<file path="src/rtl/cga_vram_arbiter.sv">
// Arbitrates the CGA video RAM between the display fetch path and ISA CPU accesses.
// The CPU gets the RAM only inside sequencer windows; bus_rdy stretches the ISA cycle meanwhile.
module cga_vram_arbiter #(
    parameter int USE_BUS_WAIT  = 1,
    parameter int ACCESS_CYCLES = 2
) (
    input  logic        clk,
    input  logic        reset,
    input  logic        isa_op_enable,
    input  logic [18:0] disp_a,
    input  logic [14:0] bus_a,
    input  logic        bus_mem_cs,
    input  logic        bus_memr_l,
    input  logic        bus_memw_l,
    input  logic [7:0]  bus_d,
    input  logic [7:0]  ram_d,
    output logic [18:0] ram_a,
    output logic        ram_we_l,
    output logic [7:0]  ram_d_out,
    output logic [7:0]  bus_out_mem,
    output logic        bus_dir_mem,
    output logic        bus_rdy,
    output logic        cpu_grant
);

    typedef enum logic [1:0] {
        S_IDLE   = 2'd0,
        S_WAIT   = 2'd1,
        S_ACCESS = 2'd2,
        S_DONE   = 2'd3
    } state_t;

    localparam logic [2:0] LAST_CNT = 3'(ACCESS_CYCLES - 1);

    state_t      state_q;
    logic [2:0]  cnt_q;
    logic        rdy_q;
    logic        wr_q;
    logic [7:0]  out_q;
    logic [14:0] addr_q;
    logic [7:0]  data_q;
    logic [1:0]  memr_sync_q;
    logic [1:0]  memw_sync_q;
    logic        rd_req;
    logic        wr_req;
    logic        req;
    logic        win;

    // ISA strobes are asynchronous to clk; resetting to 1 keeps them inactive.
    always_ff @(posedge clk or posedge reset) begin
        if (reset) begin
            memr_sync_q <= 2'b11;
            memw_sync_q <= 2'b11;
        end else begin
            memr_sync_q <= {memr_sync_q[0], bus_memr_l};
            memw_sync_q <= {memw_sync_q[0], bus_memw_l};
        end
    end

    assign rd_req = bus_mem_cs & ~memr_sync_q[1];
    assign wr_req = bus_mem_cs & ~memw_sync_q[1];
    assign req    = rd_req | wr_req;

    always_ff @(posedge clk or posedge reset) begin
        if (reset) begin
            state_q <= S_IDLE;
            cnt_q   <= 3'd0;
            rdy_q   <= 1'b1;
            wr_q    <= 1'b0;
            out_q   <= 8'h00;
        end else begin
            case (state_q)
                S_IDLE: begin
                    if (req) begin
                        wr_q    <= wr_req;
                        rdy_q   <= 1'b0;
                        state_q <= S_WAIT;
                    end
                end
                S_WAIT: begin
                    if (isa_op_enable) begin
                        cnt_q   <= 3'd0;
                        state_q <= S_ACCESS;
                    end
                end
                S_ACCESS: begin
                    // A closing window discards the partial access; the next window restarts the count.
                    if (!isa_op_enable) begin
                        state_q <= S_WAIT;
                    end else if (cnt_q == LAST_CNT) begin
                        if (!wr_q) out_q <= ram_d;
                        rdy_q   <= 1'b1;
                        state_q <= S_DONE;
                    end else begin
                        cnt_q <= cnt_q + 3'd1;
                    end
                end
                S_DONE: begin
                    if (!req) state_q <= S_IDLE;
                end
                default: state_q <= S_IDLE;
            endcase
        end
    end

    always_ff @(posedge clk) begin
        if (state_q == S_IDLE && req) begin
            addr_q <= bus_a;
            data_q <= bus_d;
        end
    end

    // Gating with isa_op_enable releases the RAM in the very clock the window closes.
    assign win         = (state_q == S_ACCESS) & isa_op_enable;
    assign cpu_grant   = win;
    assign ram_a       = win ? {4'h0, addr_q} : disp_a;
    assign ram_we_l    = ~(win & wr_q);
    assign ram_d_out   = data_q;
    assign bus_out_mem = out_q;
    assign bus_dir_mem = bus_mem_cs & ~bus_memr_l;
    assign bus_rdy     = (USE_BUS_WAIT != 0) ? rdy_q : 1'b1;

endmodule

</file>
<file path="config.mk">
export PLATFORM = sky130hd
export DESIGN_NAME = cga_vram_arbiter
export DESIGN_NICKNAME = d
export VERILOG_FILES = /design/src/rtl/cga_vram_arbiter.sv
export SDC_FILE = /design/constraint.sdc
export NUM_CORES = 1
export LEC_CHECK = 0
export BUFFER_PORTS_ARGS = -buffer_cell sky130_fd_sc_hd__buf_2
export CAP_MARGIN = 10
export CORE_MARGIN = 4
export CORE_UTILIZATION = 44
export DETAILED_ROUTE_END_ITERATION = 10
export HOLD_SLACK_MARGIN = 0.03
export PLACE_DENSITY = 0.77
export SYNTH_ARGS = -nofsm -noshare
export SYNTH_HDL_FRONTEND = slang
export SYNTH_SLANG_ARGS = --single-unit
</file>
<file path="constraint.sdc">
create_clock -name clk -period 2.85 [get_ports clk]
set_clock_uncertainty 0.1 [all_clocks]
set_input_delay 0.285 -clock clk [delete_from_list [all_inputs] [get_ports clk]]
set_output_delay 0.285 -clock clk [all_outputs]
set_load 0.01 [all_outputs]
</file>
# After elaboration in Yosys (flattened, before gate mapping)
# Index checks and enable logic that the tools add are counted.
dict set report word_totals {
  register_bits 42
  out_inout_bits 39
}
dict set report op_classes {
  add_sub_neg 1
  eq_ne 11
  muxes 15
  n_bitwise 11
  reduce_logical 9
}
# operator n
set ops {}
lappend ops {{19-bit two-way mux} 1}
lappend ops {{4-bit AND reduction} 4}
lappend ops {{2-bit inequality test (second input constant)} 6}
lappend ops {{2-bit two-way mux} 5}
lappend ops {{3-bit two-way mux} 3}
lappend ops {{2-bit case mux with 4 select lines} 1}
lappend ops {{3-bit case mux with 2 select lines} 1}
lappend ops {{1-bit bitwise AND} 5}
lappend ops {{1-bit NOT} 5}
lappend ops {{2-bit == test (second input constant)} 2}
lappend ops {{2-bit nonzero test} 2}
lappend ops {{3-bit by 1-bit adder with 3-bit output (second input constant)} 1}
lappend ops {{3-bit by 1-bit == test with 1-bit output (second input constant)} 1}
lappend ops {{1-bit two-way mux} 3}
lappend ops {{3-bit inequality test (second input constant)} 1}
lappend ops {{2-bit by 1-bit == test with 1-bit output (second input constant)} 1}
lappend ops {{2-bit logical NOT} 1}
lappend ops {{1-bit case mux with 2 select lines} 1}
lappend ops {{2-bit AND reduction} 1}
lappend ops {{1-bit logical AND} 1}
lappend ops {{1-bit OR} 1}

# Depth between registers and ports, before layout
dict set report depth {
  word_depth 5
  depth_mapped 6
  mapped_depth_nobuf 5
}

# Worst setup path after synthesis
# OpenSTA, ideal clock, no wires.
dict set report synth_timing {
  path_type {register to register}
  start {reg state_q[1]}
  end {reg addr_q[0], enable pin}
  setup_time_ns 0.412
  arrival_ns 2.093
  t_required_ns 2.338
  path_slack_ns 0.245
  path_stages_with_launch 4
  path_buffers 1
  cell_sequence {dfrtp_1 > buf_2 > or3b_1 > a21oi_1}
}
dict set report synth_between {
  elab_chain_cells 2
}
# element line_no
set synth_lines {}
lappend synth_lines {{start, declared} 35} ;# state_t state_q;
lappend synth_lines {{start signal, assigned} 66} ;# state_q <= S_IDLE;
lappend synth_lines {{start signal, assigned} 77} ;# state_q <= S_WAIT;
lappend synth_lines {{start signal, assigned} 83} ;# state_q <= S_ACCESS;
lappend synth_lines {{2-bit logical NOT} 107} ;# if (state_q == S_IDLE && req) begin
lappend synth_lines {{1-bit logical AND} 107}
lappend synth_lines {{end signal, assigned} 108} ;# addr_q <= bus_a;
lappend synth_lines {{end, declared} 40} ;# logic [14:0] addr_q;
# No other way between the ends.
# A chain may end at the register's enable or synchronous reset.

# Worst setup path in the final report
dict set report layout_timing {
  start {reg state_q[0]}
  end {out ram_a[12]}
}
dict set report layout_between {
  elab_chain_cells 3
}
# element line_no
set layout_lines {}
lappend layout_lines {{2-bit == test} 114} ;# assign win = (state_q == S_ACCESS) & isa_op_enable;
lappend layout_lines {{1-bit bitwise AND} 114}
lappend layout_lines {{19-bit two-way mux} 116} ;# assign ram_a = win ? {4'h0, addr_q} : disp_a;
lappend layout_lines {{end, declared} 17} ;# output logic [18:0] ram_a,
# No other way between the ends.

==> results.txt <==
----------------------------------------------------
[Final layout]
  Share of post-route cells with drive strength above 1 ... 0.619
  Fill cell count ... 307
  Final Net Count ... 272
  Final Cell Area ... 2390 µm²
  Diode insertion count for antenna repair ... 0
  Utilization after layout ... 0.639
  Cell Count, Final, Fillers Out ... 263
  Area growth from synthesis to layout ... 36.5%

[Clock tree]
  Resized Gates After CTS ... 0
  Library cell used as clock root buffer ... sky130_fd_sc_hd__clkbuf_8
  Clock transition at path regs ... 0.08 ns
  Number of sinks handled by clock tree synthesis ... 42
  Number of CTS-inserted buffers ... 5
  TritonCTS clock tree ... done
  Buffer levels on the longest clock path ... 2
  Worst skew pair latency ... 0.28 ns
  Htree depth ... 2

[Synth]
  Avg Inst Size Synth ... 15.2 µm²
  Most numerous cell types in the synthesized netlist ... sky130_fd_sc_hd__edfxtp_1 (23), sky130_fd_sc_hd__mux2_2 (23), sky130_fd_sc_hd__dfrtp_1 (14)
  Post-synth EDFFs ... 23
  Synth warn ... 0
  Most frequently used flop master after synthesis ... sky130_fd_sc_hd__edfxtp_1
  Yosys top cell by area ... sky130_fd_sc_hd__edfxtp_1
  Number of distinct library cells after synthesis ... 31
  Fraction of synthesized cell area taken by the top area cell type ... 0.394
  Area of the mapped netlist ... 1750 µm²
  Syn_nets ... 173
  Synthesized instance count ... 115
  Share of synthesized registers carrying an async set or reset ... 0.452
  Register bit count reported by yosys ... 42
  Share of synthesized area occupied by flip-flops and latches ... 0.669
  Ranking of synthesized cells by area ... sky130_fd_sc_hd__edfxtp_1 (39%), sky130_fd_sc_hd__dfrtp_1 (20%), sky130_fd_sc_hd__mux2_2 (15%)

[Global route]
  Grt met2 use ... 0.242
  Total Routing Usage GR ... 0.154
  Met1 demand-to-capacity share in global routing ... 0.192
  GR Layer Usage met3 ... 0.0696
  Largest net degree at the start of global routing ... 25
  First-pass GRT wire length ... 6040 µm
  Number of antenna violations at the first check in global routing ... 0
  Overflow after GRT ... 0
  Grt peak-use layer ... met2
  Number of global-route vias before repair ... 1273

[Pwr]
  Clock network fraction of total power ... 0.232
  Sequential fraction of design power ... 0.470
  Total power ... 1.92 mW
  Power spent charging and discharging nets ... 0.579 mW
  Leakage power figure ... 1.13 nW
  Switching portion of total power ... 0.301
  Combinational share of power ... 0.298
  Power Internal ... 1.34 mW
  Power density normalized to cell area ... 805 nW/µm²
  Largest vdd supply drop ... 0.466 mV

[Setup path]
  Endpoint arrival time on the critical path ... 1.92 ns
  Crit path max-delay cell type ... sky130_fd_sc_hd__dfrtp_1
  Data required time of the worst path ... 2.47 ns
  Cell-by-cell listing of the critical path ... inv_1 > nand3_2 > inv_2 > mux2_2 > buf_2
  Crit end category ... output port
  Sort of element at the start of the critical path ... flop
  Worst setup path start ... state_q[0]$_DFFE_PP0P_
  Largest fanout on the critical path ... 23
  Beginning of the worst register-to-register path ... state_q[0]$_DFFE_PP0P_
  CP Class ... reg2out
  Max stage delay on crit path ... 0.50 ns
  Slack of the worst reg-to-reg path ... 0.98 ns

[STA]
  Final Critical Period ... 2.31 ns
  Maximum clock rate ... 433 MHz
  Final count of pins violating max slew ... 0
  Final worst slack ... 0.541 ns
  Worst-margin pin slew ... 0.735 ns
  Final Hold Vio Count ... 0
  Final worst path period share ... 0.810
  Setup violation total in the final timing report ... 0
  Slew HR ... 0.509
  Hold Worst Slack ... 0.0158 ns
  Setup repair after global routing missed its margin ... no
  Setup TNS Final ... 0 ns

[Floorplanning]
  Die Ht ... 71.1 µm
  Die Footprint ... 5050 µm²
  IO Pins ... 95
  Die X ... 71.1 µm
  # rows ... 22
  Core region area ... 3740 µm²
  Initial core utilization ... 0.468

[Drt]
  Average wire per standard cell ... 14.9 µm
  Routed via count divided by cell count ... 4.83
  Via Count ... 1270
  Remaining design rule violation count ... 0
  First DRT Iteration DRCs ... 52
  Drt pass-1 iters ... 4
  Post-detailed-route count of antenna-violating nets ... 0
  Detailed-route wire length ... 3910 µm

[Place]
  Setup Slack @ Placement ... 0.839 ns
  Dpl cells ... 253
  Count of input and output buffers ... 94
  Post-DP Area ... 2260 µm²
  DPL Wire Length ... 3050 µm
  Routability congestion estimate ... 0.778

[Status]
  Result of the run ... finished clean

[Flow run]
  Number of violations of the max-capacitance limit ... 0

[Min path]
  Class of the most critical hold timing path ... in2async

----------------------------------------------------
## registers in the layout (all words and copies together) (netlist names)
| register | flops |
|---|---|
| state_q | 2 |
| wr_q | 1 |
| bus_rdy | 1 |
| addr_q | 15 |
| cnt_q | 3 |
| ram_d_out | 8 |
| memw_sync_q | 2 |
| bus_out_mem | 8 |
| memr_sync_q | 2 |
## cells in the final DEF, fill, tap and decap left out, drive strengths merged, types with 2 or more instances in the layout
cell type | netlist | routed
inv | 6 | 6
nand3b | 2 | 2
nor2b | 7 | 7
nand3 | 2 | 2
dfrtp | 14 | 14
buf | 4 | 95
dfstp | 5 | 5
nor2 | 2 | 2
dlygate4sd3 | 0 | 2
o21ai | 6 | 6
nand2 | 3 | 3
edfxtp | 23 | 23
mux2 | 23 | 23
a21oi | 3 | 3
clkbuf | 1 | 7
ha | 2 | 2
## power groups by stage
stage	Combinational [mW]	Clock [mW]	Sequential, mW
after floorplan	0.367	0	0.913
after global placement	0.566	0	0.910
after detailed placement	0.581	0	0.917
after CTS	0.584	0.464	0.906
after global routing	0.640	0.487	0.926
final	0.574	0.446	0.904
## path summary, 6_finish.rpt
path	end	cells past startpoint
worst max register to register	bus_out_mem[7]$_DFFE_PP0P_	5
worst min-delay path	bus_out_mem[7]$_DFFE_PP0P_	2
min in group clk	addr_q[7]$_DFFE_PP_	1
max in group asynchronous	cnt_q[1]$_DFFE_PP0P_	2
worst min register to register	memr_sync_q[1]$_DFF_PP1_	0
worst max-delay path	ram_a[12]	5
## timing repair
| item | in CTS | in global routing |
|---|---|---|
| hold buffers | 2 | 0 |
| endpoints found under the setup margin | 0 | 0 |
| endpoints found under the hold margin | 2 | 0 |
| buffers inserted | 0 | 0 |
## critical path: cells and delay by family, from the launching register on
family / cells / cell delay [ns]
muxes: 1 / 0.39
buffers and inverters: 3 / 0.65
DFF: 1 / 0.50
and+or+nand+nor: 1 / 0.09
## logic make-up after synthesis
kind of cell,after synthesis,share of synthesized area
compound gates,17,0.0600
fa+ha+maj,2,0.0143
buf+inv,11,0.0293
flops,42,0.669
mux,23,0.148
simple gates,20,0.0793
## per-layer routing
metal	vias up	routed length (µm)
met3	2	510
met2	76	1770
met5	-	0
li1	615	-
met1	577	1610
met4	0	17
## final cells by class
class                   instances  area, µm²  area share
inverters                       6       22.5     0.00942
repair buffers                 97        498       0.208
multi-input cells              62        532       0.222
clock buffers                   7       76.3      0.0319
clock inverters                 1       30.0      0.0126
flip-flops and latches         42       1170       0.490
well taps                      48       60.1      0.0251
No activity file was read; power rests on OpenSTA's default activity.
